$ cat config.mk
export PLATFORM = sky130hd
export DESIGN_NAME = card_dealer
export DESIGN_NICKNAME = d
export VERILOG_FILES = /design/src/rtl/card_dealer.sv
export SDC_FILE = /design/constraint.sdc
export NUM_CORES = 1
export LEC_CHECK = 0
export ABC_AREA = 1
export CORE_MARGIN = 2
export CORE_UTILIZATION = 50
export CTS_BUF_LIST = sky130_fd_sc_hd__clkbuf_16
export DETAILED_ROUTE_END_ITERATION = 8
export GPL_TIMING_DRIVEN = 0
export PLACE_DENSITY = 0.83
export SKIP_LAST_GASP = 1
export SLEW_MARGIN = 15
export SYNTH_ARGS = -nofsm -noshare
export SYNTH_HDL_FRONTEND = slang
export SYNTH_SLANG_ARGS = --single-unit
$ cat constraint.sdc
create_clock -name clk -period 1.65 [get_ports clk]
set_clock_uncertainty 0.05 [all_clocks]
set_input_delay 0.2475 -clock clk [delete_from_list [all_inputs] [get_ports clk]]
set_output_delay 0.2475 -clock clk [all_outputs]
set_load 0.005 [all_outputs]
$ cat src/rtl/card_dealer.sv
// Card dealer: draws four cards from a free-running random nibble,
// rejecting out-of-range samples with a bounded-retry fallback.
module card_dealer #(
  parameter int unsigned SKIP      = 4,
  parameter int unsigned MIN_VAL   = 1,
  parameter int unsigned MAX_VAL   = 9,
  parameter int unsigned MAX_TRIES = 8
) (
  input  logic       clk,
  input  logic       rst,
  input  logic [3:0] rand_in,
  input  logic       deal_req,
  output logic [3:0] card0,
  output logic [3:0] card1,
  output logic [3:0] card2,
  output logic [3:0] card3,
  output logic       busy,
  output logic       valid
);

  localparam logic [3:0] SKIP_LAST = 4'(SKIP - 1);
  localparam logic [7:0] TRY_LAST  = 8'(MAX_TRIES - 1);
  localparam logic [3:0] LO        = 4'(MIN_VAL);
  localparam logic [3:0] HI        = 4'(MAX_VAL);

  typedef enum logic [1:0] {
    IDLE = 2'd0,
    DEAL = 2'd1,
    DONE = 2'd2
  } state_t;

  state_t     state, state_n;
  logic [1:0] idx, idx_n;
  logic [3:0] skip_cnt, skip_n;
  logic [7:0] try_cnt, try_n;
  logic [3:0] cards [4];
  logic [3:0] cards_n [4];
  logic       in_range;
  logic       load;

  assign in_range = (rand_in >= LO) && (rand_in <= HI);

  always_ff @(posedge clk or posedge rst) begin
    if (rst) begin
      state    <= IDLE;
      idx      <= '0;
      skip_cnt <= '0;
      try_cnt  <= '0;
      for (int i = 0; i < 4; i++) cards[i] <= '0;
    end else begin
      state    <= state_n;
      idx      <= idx_n;
      skip_cnt <= skip_n;
      try_cnt  <= try_n;
      for (int i = 0; i < 4; i++) cards[i] <= cards_n[i];
    end
  end

  always_comb begin
    state_n = state;
    idx_n   = idx;
    skip_n  = skip_cnt;
    try_n   = try_cnt;
    load    = 1'b0;
    for (int i = 0; i < 4; i++) cards_n[i] = cards[i];
    unique case (state)
      IDLE, DONE: begin
        if (deal_req) begin
          state_n = DEAL;
          idx_n   = '0;
          skip_n  = '0;
          try_n   = '0;
        end
      end
      DEAL: begin
        if (skip_cnt == SKIP_LAST) begin
          skip_n = '0;
          if (in_range) begin
            cards_n[idx] = rand_in;
            load         = 1'b1;
          end else if (try_cnt == TRY_LAST) begin
            // out of retries: fall back to the lowest legal value
            cards_n[idx] = LO;
            load         = 1'b1;
          end else begin
            try_n = try_cnt + 8'd1;
          end
          if (load) begin
            try_n = '0;
            idx_n = idx + 2'd1;
            if (idx == 2'd3) state_n = DONE;
          end
        end else begin
          skip_n = skip_cnt + 4'd1;
        end
      end
      default: state_n = IDLE;
    endcase
  end

  assign card0 = cards[0];
  assign card1 = cards[1];
  assign card2 = cards[2];
  assign card3 = cards[3];
  assign busy  = (state == DEAL);
  assign valid = (state == DONE);

endmodule

After elaboration in Yosys (flattened, before gate mapping)
Cells that the tools add are included.
W data, S select, Z words.
{"block": "word_totals", "regBits": 32, "inputBits": 7, "output_inout_bits": 18, "wordCells": 68}
{"block": "classes", "add_sub_neg": 3, "order_cmp": 4, "n_eq_ne": 11, "mux": 27, "bitwise": 4, "reduce_logical": 11}
{"cell": "$mux W8", "n": 5}
{"cell": "$mux W16", "n": 2}
{"cell": "$bwmux W16", "n": 1}
{"cell": "$pmux W8 S2", "n": 1}
{"cell": "$mux W2", "n": 7}
{"cell": "$and A12 B12 Y12", "n": 1}
{"cell": "$mux W4", "n": 3}
{"cell": "$not A12 Y12", "n": 1}
{"cell": "$add A8 B1 Y8 const B", "n": 1}
{"cell": "$demux W4 S2", "n": 1}
{"cell": "$eq A8 B3 Y1 const B", "n": 1}
{"cell": "$pmux W2 S2", "n": 2}
{"cell": "$pmux W4 S2", "n": 1}
{"cell": "$reduce_and A4 Y1", "n": 2}
{"cell": "$ne A2 B1 Y1 const B", "n": 3}
{"cell": "$ne A3 B2 Y1 const B", "n": 2}
{"cell": "$reduce_and A5 Y1", "n": 1}
{"cell": "$add A4 B1 Y4 const B", "n": 1}
{"cell": "$eq A2 B2 Y1 const B", "n": 2}
{"cell": "$eq A4 B2 Y1 const B", "n": 1}
{"cell": "$ge A4 B1 Y1 const B", "n": 1}
{"cell": "$le A4 B4 Y1 const B", "n": 1}
{"cell": "$mux W1", "n": 4}
{"cell": "$or A4 B4 Y4", "n": 1}
{"cell": "12 further kinds", "n": 14}

Longest topological paths before layout
Gate-level depths: netlist of run 1.
{"block": "depth", "depth_word": 9, "ltp_mapped": 10, "ltp_nobuf": 10}

Least setup slack after synthesis of run 1
No wires, ideal clock.
{"block": "synth_timing", "path_type": "register to register", "start": "reg try_cnt[0]", "end": "reg cards, in the netlist card1[0]", "setup_ns": 0.118, "t_arrival_ns": 1.231, "t_required_ns": 1.482, "setup_slack_ns": 0.250, "path_stages_with_launch": 10, "path_buffers": 1, "period_less_slack_ns": 1.400, "path_cell_list": "dfrtp_1 ha_1 nand2_1 nor2_2 nand2_2 nand2_4 buf_12 nand3_4 nand2_1 nand2_1"}
{"block": "synth_via", "elab_chain_len": 3}
{"item": "start, declared", "line_no": "35", "source": "logic [7:0] try_cnt, try_n;"}
{"item": "start signal, assigned", "line_no": "54", "source": "try_cnt <= try_n;"}
{"item": "$eq A8 B3 Y1", "line_no": "81", "source": "end else if (try_cnt == TRY_LAST) begin"}
{"item": "$reduce_bool A2 Y1 (no source line)"}
{"item": "$reduce_and A3 Y1 (no source line)"}
{"item": "end, declared", "line_no": "36", "source": "logic [3:0] cards [4];"}
No other way between the ends.
A chain may end at the register's enable or synchronous reset.

Worst setup path in the final report of run 1
Ends and elaborated chain as after synthesis.

==> out/metrics.yaml, run 1 <==
grt.overflow.total: 0
avgSynthCellArea_sq_um: 8.619
place_area_sq_mm: 0.002153
relSlewSlack_pct: 56.70
regArea_sq_um: 800.8
synth_nets: 228
cp.depth: 9
criticalPathCategory: "flip-flop to flip-flop"
cap_violations: 0
cts_hold_buf: 0
die_w_um: 64.88
globalplace.congestion: 0.8448
io_pins: 25
crit_path_end_kind: "flip-flop"
r2r-start: "try_cnt[0]"
critPathBufInv: 1
die-area_sq_mm: 0.004209
ir_drop_mv: 1.011
worstRegToRegCells: 9
setup_viol: 0
critPathMostFrequentCell: "nand2_1"
drt_first_pass_iters: 4
timing.hold.ws_ns: 0.3364
fin_cells: 299
drt-initial-drc-count: 37
cp_data_arrival_time_ns: 1.63
cts_tree: "yes"
async_flop_share_pct: 100.0
path_delay_family: "simple AND/OR/NAND/NOR gates"
routed_wl_um: 3672
ys_ff_latch: 32
ys.flop_type: "dfrtp_1"
ys_seq_area_share_pct: 43.21
grt_pass1_vias: 1469
dp_cells: 287
syn2layout_area_growth_pct: 25.66
startpoint_type: "flip-flop"
clkLatencyLatePin_ns: 0.28
fin_nets: 264
wire_per_inst_um: 12.28
ant_nets: 0
path_clk_slew_ns: 0.05
grt_pass1_wl_um: 6244
diodes: 0
min_period_over_period_pct: 91.61
setup_tns_ns: 0
status: "complete, no violations"
grt_usage_pct: 19.65
ys_types: 30
worst_ep_required_time_ns: 1.76
die_h_um: 64.88
hp-class: "primary input to asynchronous set/reset pin"
root_buffer: "clkbuf_16"
drc: 0
rsz0062_at_grt: "false"
slowest_delay_ns: 0.38
cp_slowest_cell: "dfrtp_1"
synth_common_cells: "68 x nand2_1, 32 x dfrtp_1, 22 x inv_1"
grt_antenna_before_repair: 0
vias_per_cell: 5.020
syn_inst: 215
fmax_ghz: 0.6616
fin_area_sq_mm: 0.002328
crit_chain: "ha_1 -> nand2_1 -> nor2_2 -> nand2_2 -> nand2_4 -> buf_12 -> nand3_4 -> nand2_1 -> nand2_1"
yosysMostFrequentCell: "nand2_1"
total_power_mw: 3.905
yosysTopAreaCell: "dfrtp_1"
setup_slack_ns: 0.1385
maxSlewViolCount: 0
min_period_ns: 1.512
yosysWarningCount: 0
powerDensity_mw_per_mm2: 1677
numCtsBuffers: 5
tightest_slew_ns: 0.6485
synth_edf_count: 0
synth.area.top_cells: "dfrtp_1 43%, nand2_1 14%, nand4_1 6.4%, nand3_4 4.7%, inv_1 4.5%"
hpwl_um: 2623
cts.sinks: 32
fin_util_pct: 64.57
multiInputGateArea_sq_um: 890.9
crit_start: "try_cnt[0]"
pre_cts_slack_ns: -0.1333
grt_max_degree: 33
drive_gt1_share_pct: 16.73
fillers: 310
io_buffers: 24
synth.cell_area_sq_mm: 0.001853
dr_total_vias: 1501
p_leak_nw: 1.154
core-area_sq_mm: 0.003606
synth_top_area_share_pct: 43.21
start_util_pct: 51.39
num_rows: 22
h-tree-depth: 2
cts_max_path_buffers: 2
hold_violations: 0
crit_fanout: 10
[worst register-to-register path, cell delays in order (launching register included)]
cell and delay, ns:
dfrtp_1 0.38, ha_1 0.20, nand2_1 0.09, nor2_2 0.12, nand2_2 0.10, nand2_4 0.13
buf_12 0.14, nand3_4 0.07, nand2_1 0.07, nand2_1 0.05
[layout make-up]
cell class | count | area share (%)
clock buffers | 5 | 5.373
inverters | 27 | 4.890
repair buffers | 29 | 12.14
clock inverters | 2 | 0.3224
flip-flops and latches | 32 | 34.39
well taps | 48 | 2.579
plain buffers | 4 | 2.042
multi-input cells | 152 | 38.26
[power breakdown]
group | switching [mW] | total, mW | leakage [nW] | internal [mW]
Sequential | 0.180 | 1.24 | 0.420 | 1.06
Combinational | 1.01 | 1.82 | 0.669 | 0.808
Clock | 0.311 | 0.848 | 0.0648 | 0.538
[layer usage]
layer / wire length (um) / global-route usage, % / part of all wire [%] / vias to the layer above
met4: 57 / 9.043 / 1.6 / 0
li1: - / - / - / 763
met3: 170 / 6.424 / 4.6 / 5
met5: 0 / 0 / 0 / -
met1: 1641 / 23.32 / 45 / 698
met2: 1803 / 32.22 / 49 / 35
[sequential cells by signal, indices dropped and copies added, names as in the netlist]
register,count
try_cnt,8
skip_cnt,4
card0,4
card1,4
card3,4
idx,2
card2,4
state,2
[kinds of logic after synthesis]
| group | count (synthesis) | share of synthesized area [%] |
|---|---|---|
| adder cells (fa/ha/maj) | 6 | 4.051 |
| buffers and inverters | 31 | 8.710 |
| AO/OA/AOI/OAI | 11 | 3.579 |
| XOR/XNOR | 1 | 0.4727 |
| flip-flops | 32 | 43.21 |
| AND/OR/NAND/NOR | 134 | 39.97 |
[worst paths after layout]
| path | slack (ns) | end |
|---|---|---|
| max | 0.14 | card1[0] |
| min | 0.34 | try_cnt[2] |
| max reg2reg | 0.14 | card1[0] |
| min reg2reg | 0.42 | card3[1] |
| max in group asynchronous | 0.79 | card3[2] |
| min in group clk | 0.42 | card3[1] |
[layout by cell type (no fill, tap or decap), types with 2 or more instances in the layout]
master,n
a21oi_1,2
buf_4,5
buf_6,2
clkbuf_16,5
clkdlybuf4s50_1,22
clkinv_1,2
dfrtp_1,32
dlymetal6s2s_1,2
ha_1,6
inv_1,20
inv_2,5
nand2_1,68
nand2_4,3
nand2_8,3
nand3_1,8
nand3_4,5
nand4_1,19
nor2_1,17
nor2_2,5
nor2_4,2
o21ai_0,4
[what timing repair did]
action	in CTS	in global routing
resized for setup	1	2
setup endpoints to repair	2	2
setup buffers	3	2
(Power assumes the default switching activity.)
==> run 2: changes to the inputs <==
CORE_MARGIN = unset   (was 2)
==> run 2 against run 1 <==
Hold slack got worse by 0.0072 ns; register-to-register slack got worse by 0.02 ns; clock power increased by 21%; power up 4.5%; count of clock-buffer cells in the layout unchanged; wire length grew 0.49%; largest power group unchanged; first-iteration DRC count is 110% higher; global-route usage is 2.3 points higher; combinational power is essentially flat.
==> out/metrics.yaml, run 2 (same netlist as run 1, synthesis figures left out) <==
tightest_slew_ns: 0.6472
crit_start: "try_cnt[0]"
final_common_cell: "nand2_1"
fin_cells: 297
p_int_mw: 2.559
wire_per_inst_um: 12.42
rsz0062_at_grt: "true"
cap_violations: 0
hold_violations: 0
grt_usage_pct: 21.91
p_leak_nw: 1.164
setup_tns_ns: 0
die_h_um: 62.88
grt.overflow.total: 0
clkLatencyLatePin_ns: 0.28
drt-initial-drc-count: 76
largest_reg_flops: 8
cts_hold_buf: 0
startpoint_type: "flip-flop"
dr_total_vias: 1501
drt_first_pass_iters: 4
fmax_ghz: 0.6529
maxSlewViolCount: 0
worstRegToRegCells: 9
clock_power_share_pct: 25.1
cts_tree: "yes"
setup_slack_ns: 0.1184
reg2reg_slack_ns: 0.12
powerDensity_mw_per_mm2: 1736
io_buffers: 24
r2r-start: "try_cnt[0]"
endpoint: "card1[1]"
path_clk_slew_ns: 0.05
io_pins: 25
drive_gt1_share_pct: 17.93
seqPwrFrac_pct: 30.5
worst_ep_required_time_ns: 1.77
crit_path_end_kind: "flip-flop"
cts_max_path_buffers: 2
drc: 0
syn2layout_area_growth_pct: 26.81
num_rows: 21
die-area_sq_mm: 0.003953
routed_wl_um: 3690
core-area_sq_mm: 0.003442
criticalPathCategory: "flip-flop to flip-flop"
ant_nets: 0
start_util_pct: 53.83
status: "complete, no violations"
root_buffer: "clkbuf_16"
grt_pass1_vias: 1527
fin_area_sq_mm: 0.002350
h-tree-depth: 2
hp-class: "primary input to asynchronous set/reset pin"
cts.sinks: 32
relSlewSlack_pct: 56.79
setup_viol: 0
r2r_end: "card1[1]"
dp_cells: 285
grt_pass1_wl_um: 6693
grt_max_degree: 33
power_switching_mw: 1.521
p_sw_share_pct: 37.28
crit_fanout: 10
diodes: 0
hpwl_um: 2567
grt_antenna_before_repair: 0
min_period_ns: 1.532
numCtsBuffers: 5
top_register: "try_cnt"
pwr-share-comb_pct: 44.4
fillers: 273
ir_drop_mv: 0.9366
vias_per_cell: 5.054
place_area_sq_mm: 0.002151
final_cell_mix: "68 x nand2_1, 31 x dfrtp_1, 22 x clkdlybuf4s50_1"
die_w_um: 62.88
fin_nets: 263
pre_cts_slack_ns: -0.1061
globalplace.congestion: 0.8683
cp_data_arrival_time_ns: 1.65
min_period_over_period_pct: 92.83
==> run 2: critical path: stages (launching register included) <==
cell and delay (ns):
dfrtp_1 0.39, ha_2 0.20, nand2_1 0.08, nor2_2 0.12
nand2_2 0.10, nand2_4 0.12, buf_12 0.14, nand3_4 0.08
nand2_1 0.08, nand2_1 0.05
==> run 2: worst min-delay path by stage <==
stage                   from         end  cells after the start
floorplan                rst    card0[0]                      1
global placement    card3[2]    card3[2]                      2
finish                   rst  try_cnt[5]                      2
CTS                 card3[2]    card3[2]                      2
detailed placement  card3[2]    card3[2]                      2
global route             rst  try_cnt[5]                      2
==> run 2: repair_timing <==
action / CTS / global route
pin swaps: 1 / 2
gates resized for setup: 3 / 2
setup buffers: 3 / 1
setup endpoints to repair: 1 / 9
==> run 2: cell type report <==
type | instances | area [sq um] | area share [%]
clock buffer | 5 | 125.1 | 5.325
sequential | 32 | 802.0 | 34.13
clock inverter | 3 | 38.79 | 1.651
buffer | 4 | 47.55 | 2.023
timing repair buffer | 28 | 271.5 | 11.55
inverter | 27 | 113.9 | 4.846
tap | 46 | 57.56 | 2.449
multi-input combinational | 152 | 893.4 | 38.02
==> run 2: per-layer routing <==
layer  up-vias  track usage (%)  wire [um]
met2        24            35.22       1787
met1       700            27.93       1733
li1        775                -          -
met5         -                0          0
met4         0            9.884         27
met3         2            4.927        142
==> run 2: power groups by stage <==
stage | Clock (mW) | Combinational [mW] | Sequential, mW
2_1_floorplan | 0 | 1.20 | 1.24
6_report | 1.03 | 1.81 | 1.24
5_1_grt | 1.07 | 2.02 | 1.29
4_1_cts | 1.04 | 1.82 | 1.24
3_5_place_dp | 0 | 1.75 | 1.25
3_3_place_gp | 0 | 1.70 | 1.24
==> run 2: per-stage QoR <==
stage | util [%] | total power, mW | hold slack (ns)
floorplan | - | 2.432 | 0.3137
global placement | 62.49 | 2.945 | 0.4076
detailed placement | 62.49 | 3.008 | 0.4098
CTS | 67.90 | 4.096 | 0.4230
global route | 68.27 | 4.380 | 0.3974
finish | 68.27 | 4.080 | 0.3291
